$ cat config.mk
export PLATFORM = sky130hd
export DESIGN_NAME = uart_tx
export DESIGN_NICKNAME = d
export VERILOG_FILES = /design/src/rtl/uart_pkg.sv /design/src/rtl/parity_gen.sv /design/src/rtl/uart_tx.sv
export SDC_FILE = /design/constraint.sdc
export NUM_CORES = 1
export LEC_CHECK = 0
export CAP_MARGIN = 10
export CELL_PAD_IN_SITES_DETAIL_PLACEMENT = 0
export CELL_PAD_IN_SITES_GLOBAL_PLACEMENT = 2
export CORE_ASPECT_RATIO = 2
export CORE_MARGIN = 2
export CORE_UTILIZATION = 44
export CTS_CLUSTER_SIZE = 8
export DETAILED_ROUTE_END_ITERATION = 10
export DONT_BUFFER_PORTS = 1
export HOLD_SLACK_MARGIN = 0.05
export PLACE_DENSITY_LB_ADDON = 0.1
export SLEW_MARGIN = 15
export SYNTH_ARGS = -nofsm -noshare
export SYNTH_HDL_FRONTEND = slang
export SYNTH_SLANG_ARGS = --single-unit
export TNS_END_PERCENT = 50
$ cat constraint.sdc
create_clock -name clk -period 2.5 [get_ports clk]
set_input_delay 0.5 -clock clk [delete_from_list [all_inputs] [get_ports clk]]
set_output_delay 0.5 -clock clk [all_outputs]
set_load 0.02 [all_outputs]
$ cat src/rtl/uart_pkg.sv
// Shared UART definitions: the transmit FSM state type and the parity-mode
// constants, which the receive side uses as well.
package uart_pkg;

    typedef enum logic [2:0] {
        IDLE   = 3'd0,
        START  = 3'd1,
        DATA   = 3'd2,
        PARITY = 3'd3,
        STOP   = 3'd4
    } uart_tx_state_t;

    localparam int PARITY_EVEN = 0;
    localparam int PARITY_ODD  = 1;

endpackage

$ cat src/rtl/parity_gen.sv
// WIDTH-bit parity generator with an odd/even select.
// The receiver's checker uses this same block.
module parity_gen #(
    parameter int WIDTH = 8
) (
    input  logic [WIDTH-1:0] data,
    input  logic             odd,
    output logic             parity
);

    // Even parity is the XOR reduction; odd parity is its complement.
    assign parity = (^data) ^ odd;

endmodule

$ cat src/rtl/uart_tx.sv
// UART transmit serializer. Takes one word per valid/ready handshake and
// sends start, LSB-first data, optional parity and stop bit(s) on a registered tx.
module uart_tx #(
    parameter int WIDTH        = 8,
    parameter int CLKS_PER_BIT = 16,
    parameter int PARITY_EN    = 1,
    parameter int PARITY_ODD   = 0,
    parameter int STOP_BITS    = 1
) (
    input  logic             clk,
    input  logic             rstn,
    input  logic             tx_valid,
    input  logic [WIDTH-1:0] tx_data,
    output logic             tx_ready,
    output logic             tx,
    output logic             busy
);
    import uart_pkg::*;

    localparam int BIT_RANGE = (WIDTH > STOP_BITS) ? WIDTH : STOP_BITS;
    localparam int CLK_W     = ($clog2(CLKS_PER_BIT) > 0) ? $clog2(CLKS_PER_BIT) : 1;
    localparam int BIT_W     = ($clog2(BIT_RANGE) > 0) ? $clog2(BIT_RANGE) : 1;

    localparam logic [CLK_W-1:0] CLK_LAST  = CLK_W'(CLKS_PER_BIT - 1);
    localparam logic [BIT_W-1:0] DATA_LAST = BIT_W'(WIDTH - 1);
    localparam logic [BIT_W-1:0] STOP_LAST = BIT_W'(STOP_BITS - 1);
    localparam logic             ODD_SEL   = (PARITY_ODD != uart_pkg::PARITY_EVEN);

    uart_tx_state_t   state_reg, state_next;
    logic [CLK_W-1:0] clk_cnt_reg, clk_cnt_next;
    logic [BIT_W-1:0] bit_cnt_reg, bit_cnt_next;
    logic [WIDTH-1:0] shreg_reg, shreg_next;
    logic             parity_reg, parity_next;
    logic             tx_reg, tx_next;
    logic             accept;
    logic             bit_end;
    logic             par_bit;

    parity_gen #(
        .WIDTH (WIDTH)
    ) u_parity_gen (
        .data   (tx_data),
        .odd    (ODD_SEL),
        .parity (par_bit)
    );

    assign bit_end  = (clk_cnt_reg == CLK_LAST);
    assign tx_ready = (state_reg == IDLE) ||
                      ((state_reg == STOP) && (bit_cnt_reg == STOP_LAST) && bit_end);
    assign accept   = tx_valid && tx_ready;
    assign busy     = (state_reg != IDLE);
    assign tx       = tx_reg;

    always_ff @(posedge clk or negedge rstn) begin
        if (!rstn) begin
            state_reg   <= IDLE;
            clk_cnt_reg <= '0;
            bit_cnt_reg <= '0;
            shreg_reg   <= '0;
            parity_reg  <= 1'b0;
            tx_reg      <= 1'b1;
        end else begin
            state_reg   <= state_next;
            clk_cnt_reg <= clk_cnt_next;
            bit_cnt_reg <= bit_cnt_next;
            shreg_reg   <= shreg_next;
            parity_reg  <= parity_next;
            tx_reg      <= tx_next;
        end
    end

    always_comb begin
        state_next   = state_reg;
        clk_cnt_next = clk_cnt_reg;
        bit_cnt_next = bit_cnt_reg;
        shreg_next   = shreg_reg;
        parity_next  = parity_reg;

        // The line follows the current state one cycle later, so acceptance
        // at edge N shows the start bit from edge N+1.
        tx_next = 1'b1;
        case (state_reg)
            START:   tx_next = 1'b0;
            DATA:    tx_next = shreg_reg[0];
            PARITY:  tx_next = parity_reg;
            default: tx_next = 1'b1;
        endcase

        case (state_reg)
            IDLE: begin
                clk_cnt_next = '0;
                bit_cnt_next = '0;
                if (accept) begin
                    state_next  = START;
                    shreg_next  = tx_data;
                    parity_next = par_bit;
                end
            end
            START: begin
                if (bit_end) begin
                    state_next   = DATA;
                    clk_cnt_next = '0;
                    bit_cnt_next = '0;
                end else begin
                    clk_cnt_next = clk_cnt_reg + 1'b1;
                end
            end
            DATA: begin
                if (bit_end) begin
                    clk_cnt_next = '0;
                    shreg_next   = shreg_reg >> 1;
                    if (bit_cnt_reg == DATA_LAST) begin
                        bit_cnt_next = '0;
                        state_next   = (PARITY_EN != 0) ? PARITY : STOP;
                    end else begin
                        bit_cnt_next = bit_cnt_reg + 1'b1;
                    end
                end else begin
                    clk_cnt_next = clk_cnt_reg + 1'b1;
                end
            end
            PARITY: begin
                if (bit_end) begin
                    state_next   = STOP;
                    clk_cnt_next = '0;
                    bit_cnt_next = '0;
                end else begin
                    clk_cnt_next = clk_cnt_reg + 1'b1;
                end
            end
            STOP: begin
                if (bit_end) begin
                    clk_cnt_next = '0;
                    if (bit_cnt_reg == STOP_LAST) begin
                        bit_cnt_next = '0;
                        // A word taken in the last cycle chains straight into the next start bit.
                        if (accept) begin
                            state_next  = START;
                            shreg_next  = tx_data;
                            parity_next = par_bit;
                        end else begin
                            state_next = IDLE;
                        end
                    end else begin
                        bit_cnt_next = bit_cnt_reg + 1'b1;
                    end
                end else begin
                    clk_cnt_next = clk_cnt_reg + 1'b1;
                end
            end
            default: begin
                state_next   = IDLE;
                clk_cnt_next = '0;
                bit_cnt_next = '0;
            end
        endcase
    end

endmodule

# --- After elaboration in Yosys (flattened, before gate mapping) ---
# Cells that the tools add are included.
totals:
  inputBits: 11
  ramBits: 0
  latchBits: 0
  elab_cells: 65
  memories: 0
  regBits: 20
  rom_bits: 0
classes:
  shifts: 0
  addsub: 2
  reduce_logical: 16
  order_cmp: 0
  multipliers: 0
  n_eq_ne: 14
  n_mux: 27
  n_bitwise: 0
  div_mod_pow: 0
ops:
  columns: ["cell", "n"]
  rows:
  - ["$mux W3", 12]
  - ["$mux W8", 4]
  - ["$pmux W8 S3", 1]
  - ["$pmux W3 S5", 1]
  - ["$ne A2 B2 Y1 const B", 6]
  - ["$pmux W3 S3", 1]
  - ["$mux W4", 2]
  - ["$reduce_xor A8 Y1", 1]
  - ["$reduce_and A7 Y1", 1]
  - ["$eq A3 B2 Y1 const B", 2]
  - ["$eq A3 B3 Y1 const B", 2]
  - ["$logic_not A3 Y1", 2]
  - ["$reduce_and A3 Y1", 2]
  - ["$reduce_bool A3 Y1", 2]
  - ["$add A4 B1 Y4 const B", 1]
  - ["$eq A4 B4 Y1 const B", 1]
  - ["$mux W1", 4]
  - ["$ne A2 B1 Y1 const B", 2]
  - ["$reduce_and A4 Y1", 1]
  - ["$reduce_or A4 Y1", 1]
  - ["$add A3 B1 Y3 const B", 1]
  - ["$eq A3 B1 Y1 const B", 1]
  - ["$logic_and A1 B1 Y1", 3]
  - ["$pmux W1 S3", 1]
  - ["4 further kinds", 4]

# --- Depth between registers and ports, before layout ---
# Gate-level depths: netlist of run 1.
logic_depth:
  ltp_word: 9
  mapped_depth: 6
  ltp_nobuf: 6

# --- Hierarchy ---
# From an unflattened synthesis of run 1, not the netlist that was laid out.
hier_totals:
  cells_unflattened: 102
  area_unflattened_um2: 1239.9
by_module_without_submodules:
  columns: ["module", "cells_per_inst", "instances", "area_each_um2"]
  rows:
  - ["uart_tx", 95, 1, 1157.4]
  - ["parity_gen", 7, 1, 82.6]

# --- Least setup slack after synthesis of run 1 ---
# Ideal clock, no wire load.
synth_path:
  path_type: "reg2out"
  startpoint: "reg clk_cnt_reg[0]"
  endpoint: "out tx_ready"
  path_stages_with_launch: 5
  setup_slack_ns: 0.571
  t_required_ns: 2.000
  t_arrival_ns: 1.429
  cell_sequence: "dfrtp_1 -> ha_1 -> nand3_4 -> o21a_4 -> nor3_1"
synth_via:
  elab_chain_len: 3
synth_lines:
  columns: ["element", "line", "rtl"]
  rows:
  - ["start: declaration", "uart_tx.sv:30", "logic [CLK_W-1:0] clk_cnt_reg, clk_cnt_next;"]
  - ["start signal: assignment", "uart_tx.sv:64", "clk_cnt_reg <= clk_cnt_next;"]
  - ["$eq A4 B4 Y1", "uart_tx.sv:47", "assign bit_end = (clk_cnt_reg == CLK_LAST);"]
  - ["$logic_and A1 B1 Y1", "uart_tx.sv:49", "((state_reg == STOP) && (bit_cnt_reg == STOP_LAST) && bit_end);"]
  - ["$logic_or A1 B1 Y1", "uart_tx.sv:48", "assign tx_ready = (state_reg == IDLE) ||"]
  - ["end: declaration", "uart_tx.sv:14", "output logic tx_ready,"]
# Every way passes these cells.

# --- Final worst setup path of run 1 ---
# Ends and elaborated chain as after synthesis.

==> flow_metrics.env, run 1 <==
export IMPL_status="finished, final reports clean"
export IMPL_synth_mux_area_share_pct=17.4
export IMPL_leakage_uw=0.000522
export IMPL_yosys_area_share_adder_pct=4.31
export IMPL_max_stage_delay_ns=0.37
export IMPL_ant_nets=0
export IMPL_max_cap_violations=0
export IMPL_holdCritPathClass="in2async"
export IMPL_yosysSeqAreaShare_pct=43.2
export IMPL_routedWlPerCell_um=17.0
export IMPL_cp_arrival_ns=1.61
export IMPL_synthSimpleGateAreaFrac_pct=13.6
export IMPL_drc=0
export IMPL_synth_xor_area_share_pct=8.29
export IMPL_crit_family="flip-flops"
export IMPL_cts_tree="yes"
export IMPL_synth_nets=117
export IMPL_relSlewSlack_pct=40.5
export IMPL_rows=26
export IMPL_layout_common_cells="dfrtp_1 (19), mux2_2 (18), xnor2_1 (9)"
export IMPL_combPwrFrac_pct=31.1
export IMPL_dieHeight_um=76.7
export IMPL_start_util_pct=45.8
export IMPL_tns_ns=0
export IMPL_htreeDepth=1
export IMPL_place_hpwl_mm=1.77
export IMPL_netlist_area_um2=1160
export IMPL_pwr_share_clk_pct=19.8
export IMPL_skew_ns=0.00252
export IMPL_dr_first_iter_drc_count=5
export IMPL_syn2layout_area_growth_pct=7.75
export IMPL_final_hold_violation_count=0
export IMPL_finalSetupViolations=0
export IMPL_die_area_um2=3090
export IMPL_largest_reg_flops=8
export IMPL_final_util_pct=49.4
export IMPL_ir_worst_vdd_mv=0.461
export IMPL_cts_buffers=3
export IMPL_via_per_inst=5.40
export IMPL_synth_compound_area_share_pct=10.3
export IMPL_antennaDiodeCount=0
export IMPL_drive_above_1_share_pct=28.3
export IMPL_regToRegEndpoint="shreg_reg[2]"
export IMPL_grt_pass1_wl_mm=3.57
export IMPL_p_switching_uw=360
export IMPL_die_w_um=40.3
export IMPL_num_nets_final=122
export IMPL_routed_wl_mm=2.28
export IMPL_clock_sinks=20
export IMPL_reg2reg_setup_slack_ns=0.61
export IMPL_crit_chain="ha_1, nand3_4, o21a_4, nor3_1, buf_4"
export IMPL_gp_congestion=0.681
export IMPL_seq_power_share_pct=49.1
export IMPL_clockBufferDepth=2
export IMPL_final_max_slew_viol_count=0
export IMPL_grt_max_degree=20
export IMPL_cp_endpoint="tx_ready"
export IMPL_synth_warnings=0
export IMPL_period_share_pct=84.6
export IMPL_syn_avg_cell_area_um2=11.4
export IMPL_synth_cells=102
export IMPL_intPower_uw=734
export IMPL_startpoint="clk_cnt_reg[0]"
export IMPL_rsz0062_at_grt="no"
export IMPL_p_sw_share_pct=32.9
export IMPL_layout_commonest_cell="dfrtp_1"
export IMPL_synth_top_family_by_area="multiplexers"
export IMPL_grt_usage_pct=17.0
export IMPL_crit_cells=5
export IMPL_crit_fanout=8
export IMPL_powerDensity_nw_per_um2=874
export IMPL_first_global_vias=781
export IMPL_r2r_start="state_reg[1]"
export IMPL_cts_setup_buffers=0
export IMPL_crit_type="reg2out"
export IMPL_cp_buffers_inverters=1
export IMPL_fin_crit_ns=2.11
export IMPL_ys_types=33
export IMPL_ctsRootBufferMaster="clkbuf_8"
export IMPL_vias=724
export IMPL_rr_worst_depth=4
export IMPL_critPathCaptureType="output pin"
export IMPL_slowest_stage="dfrtp_1"
export IMPL_ios=14
export IMPL_antenna_found_initial=0
export IMPL_fmax_mhz=473
export IMPL_clkLatencyLatePin_ns=0.25
export IMPL_ys_ff_latch=20
export IMPL_grt_overflow=0
export IMPL_core_area_um2=2540
export IMPL_worst_pin_slew_ns=0.890
export IMPL_required_ns=2.00
export IMPL_drt_pass1_iterations=2
export IMPL_clkTransAtPathRegs_ns=0.07
export IMPL_portBuffers=0
export IMPL_start_kind="register"
power groups by stage:
| stage | clock network (µW) | logic [µW] | registers [µW] |
|---|---|---|---|
| after floorplan | 0 | 302 | 501 |
| after global placement | 0 | 335 | 540 |
| after detailed placement | 0 | 339 | 546 |
| after CTS | 223 | 346 | 540 |
| after global routing | 239 | 374 | 552 |
| final | 217 | 341 | 537 |
cell type report:
type,instances,area (µm²)
Clock buffer,4,45.0
Fill cell,256,1280
Inverter,5,18.8
Multi-Input combinational cell,74,627
Sequential cell,20,502
Tap cell,28,35.0
Timing Repair Buffer,3,25.0
cells in the mapped netlist:
cell type,n,share of area (%)
dfrtp_1,19,41
mux2_2,18,17
xnor2_1,9,6.8
nor2_1,6,1.9
inv_1,5,1.6
ha_1,4,4.3
nand2b_1,4,2.2
buf_2,3,1.3
nand2_1,3,0.97
o21ai_0,3,1.3
a21oi_1,2,0.86
and2_1,2,1.1
nand3_1,2,0.86
nor3_1,2,0.86
xor2_1,2,1.5
a2bb2o_1,1,0.86
a311o_1,1,0.86
a31oi_1,1,0.54
a32oi_1,1,0.75
dfstp_2,1,2.3
nand3_4,1,1.5
nand4_1,1,0.54
nor2_2,1,0.54
nor2b_1,1,0.54
nor3b_1,1,0.65
o21a_1,1,0.65
o21a_4,1,1.3
o21ba_2,1,0.86
o22ai_4,1,1.7
o31ai_1,1,0.65
or3_1,1,0.54
or4_1,1,0.65
or4_2,1,0.75
metrics by stage:
step                      hold slack, ns  power [µW]  setup slack (ns)  std cells  cell area, µm²
after CTS                         0.0775        1110             0.360        134            1250
after global routing              0.0657        1160             0.253        134            1250
after global placement             0.205         875             0.621        129            1200
final                             0.0813        1090             0.386        134            1250
after floorplan                    0.204         803             0.571        102            1160
after detailed placement           0.205         885             0.588        129            1200
worst min path at each step:
stage,from,to,slack [ns],depth (start not counted)
after floorplan,rstn,bit_cnt_reg[0],0.20,0
after global placement,rstn,clk_cnt_reg[2],0.20,0
after detailed placement,rstn,clk_cnt_reg[2],0.20,0
after CTS,rstn,tx,0.08,0
after global routing,rstn,tx,0.07,0
final,rstn,tx,0.08,0
cells by family (layout without fill, tap and decap cells):
logic type      count (synthesis)  in the layout
mux                            18             18
flops                          20             20
fa+ha+maj                       4              4
xor+xnor                       11             11
compound gates                 14             14
buf+inv                         8             12
simple gates                   27             27
what timing repair did:
item | in CTS | in global routing
hold buffers | 1 | 0
hold endpoints to repair | 19 | 0
gates resized for setup | 0 | 0
routing by layer:
layer / vias to the layer above / share of wire (%) / GRT usage (%)
met5: - / 0 / 0
met2: 10 / 62 / 30.6
li1: 361 / - / -
met3: 2 / 3.3 / 2.31
met4: 0 / 1.1 / 7.00
met1: 351 / 33 / 17.3
No activity file was read; power rests on OpenSTA's default activity.
==> run 2, diff against run 1 <==
--- a/config.mk
+++ b/config.mk
@@ -10,7 +10,7 @@
 export CELL_PAD_IN_SITES_GLOBAL_PLACEMENT = 2
 export CORE_ASPECT_RATIO = 2
 export CORE_MARGIN = 2
-export CORE_UTILIZATION = 44
+export CORE_UTILIZATION = 36
 export CTS_CLUSTER_SIZE = 8
 export DETAILED_ROUTE_END_ITERATION = 10
 export DONT_BUFFER_PORTS = 1
==> constraint.sdc (replaced) <==
create_clock -name clk -period 1.9 [get_ports clk]
set_input_delay 0.38 -clock clk [delete_from_list [all_inputs] [get_ports clk]]
set_output_delay 0.38 -clock clk [all_outputs]
set_load 0.02 [all_outputs]
==> flow_metrics.env, run 2 (same netlist as run 1, synthesis figures left out) <==
export IMPL_num_fill_cells=306
export IMPL_largest_reg_flops=8
export IMPL_gp_congestion=0.724
export IMPL_die_area_um2=3730
export IMPL_final_cells=144
export IMPL_grt_pass1_wl_mm=4.26
export IMPL_final_util_pct=44.3
export IMPL_skew_ns=0.00532
export IMPL_layout_commonest_cell="dfrtp_1"
export IMPL_cts_setup_buffers=0
export IMPL_antennaDiodeCount=0
export IMPL_reg2reg_setup_slack_ns=0.12
export IMPL_whs_endpoint="parity_reg"
export IMPL_routedWlPerCell_um=16.8
export IMPL_first_global_vias=903
export IMPL_finalSetupViolations=0
export IMPL_htreeDepth=1
export IMPL_num_nets_final=129
export IMPL_ant_nets=0
export IMPL_regToRegEndpoint="bit_cnt_reg[0]"
export IMPL_clock_sinks=20
export IMPL_powerDensity_nw_per_um2=1230
export IMPL_rr_worst_depth=6
export IMPL_dp_cells=139
export IMPL_layout_common_cells="dfrtp_1 (19), mux2_2 (18), xnor2_1 (9)"
export IMPL_grt_usage_pct=15.8
export IMPL_cts_tree="yes"
export IMPL_period_share_pct=97.0
export IMPL_drive_above_1_share_pct=38.9
export IMPL_ctsRootBufferMaster="clkbuf_8"
export IMPL_leakage_uw=0.000575
export IMPL_crit_fanout=4
export IMPL_stdcell_area_um2=1380
export IMPL_clockBufferDepth=2
export IMPL_drc=0
export IMPL_start_kind="register"
export IMPL_grt_overflow=0
export IMPL_crit_type="reg2out"
export IMPL_die_w_um=44.2
export IMPL_clkLatencyLatePin_ns=0.26
export IMPL_vias=804
export IMPL_fin_crit_ns=1.84
export IMPL_cts_buffers=3
export IMPL_fmax_mhz=542
export IMPL_max_cap_violations=0
export IMPL_worst_pin_slew_ns=0.933
export IMPL_critPathCaptureType="output pin"
export IMPL_via_per_inst=5.58
export IMPL_final_max_slew_viol_count=0
export IMPL_ios=14
export IMPL_start_util_pct=37.2
export IMPL_grt_max_degree=21
export IMPL_power_uw=1690
export IMPL_core_area_um2=3120
export IMPL_holdCritPathClass="in2reg"
export IMPL_cp_arrival_ns=1.46
export IMPL_min_from="tx_valid"
export IMPL_rows=29
export IMPL_r2r_start="bit_cnt_reg[0]"
export IMPL_antenna_found_initial=0
export IMPL_portBuffers=0
export IMPL_clkTransAtPathRegs_ns=0.08
export IMPL_placed_cell_area_um2=1250
export IMPL_status="finished, final reports clean"
export IMPL_whs_path_depth=2
export IMPL_syn2layout_area_growth_pct=18.9
export IMPL_place_hpwl_mm=1.92
export IMPL_drt_pass1_iterations=4
export IMPL_required_ns=1.52
export IMPL_relSlewSlack_pct=37.6
export IMPL_ir_worst_vdd_mv=0.558
export IMPL_dr_first_iter_drc_count=11
export IMPL_rsz0062_at_grt="yes"
export IMPL_final_hold_violation_count=0
export IMPL_routed_wl_mm=2.42
export IMPL_dieHeight_um=84.4
run 2: cell count changes in the layout (fill, tap and decap cells not counted), moves of 2 or more:
cell	change
ha_4	+2
buf_4	+6
inv_1	-2
inv_2	+2
ha_1	-2
run 2: per-stage QoR:
step | setup WS, ns | hold WS (ns) | TNS (ns)
floorplan | 0.0910 | 0.0844 | 0
detailed placement | 0.0781 | 0.0850 | 0
CTS | -0.00350 | 0.372 | -0.00350
global placement | 0.0950 | 0.0850 | 0
finish | 0.0565 | 0.374 | 0
global route | -0.0147 | 0.396 | -0.0147
run 2: layer usage:
metal / GRT usage (%) / vias up / routed length [µm]
li1: - / 382 / -
met2: 29.4 / 15 / 1500
met1: 15.1 / 400 / 777
met3: 2.80 / 7 / 72
met4: 8.26 / 0 / 75
met5: 0 / - / 0
run 2: how the worst max path moves through the flow:
stage / startpoint / to / slack (ns) / cells past startpoint
global route: bit_cnt_reg[0] / tx_ready / -0.01 / 6
CTS: bit_cnt_reg[1] / tx_ready / -0.004 / 6
finish: bit_cnt_reg[0] / tx_ready / 0.06 / 6
floorplan: clk_cnt_reg[0] / tx_ready / 0.09 / 4
global placement: clk_cnt_reg[0] / shreg_reg[5] / 0.1 / 5
detailed placement: bit_cnt_reg[0] / shreg_reg[2] / 0.08 / 6
run 2: timing repair:
item	in CTS	in global routing
setup endpoints to repair	1	3
endpoints found under the hold margin	20	0
resized for setup	8	3
hold buffers	1	0
pin swaps	1	2
run 2: worst max-delay path, cell delays in order (launching register included):
cell and delay, ns:
dfrtp_1 0.40, inv_2 0.09, ha_4 0.14, nand2b_4 0.07, o21a_4 0.23, nor3_4 0.13, buf_6 0.14
run 2: final cells by class:
type / count / area [µm²] / area share (%)
clock inverters: 1 / 30.0 / 2.17
clock buffers: 3 / 41.3 / 2.99
flip-flops and latches: 20 / 502 / 36.3
inverters: 5 / 18.8 / 1.36
well taps: 31 / 38.8 / 2.81
multi-input cells: 74 / 671 / 48.5
repair buffers: 10 / 81.3 / 5.88
run 2: power by group:
group	switching (µW)	total [µW]	leakage, µW	internal (µW)
clock network	151	432	0.0000357	281
logic	252	569	0.000288	317
registers	114	693	0.000251	579
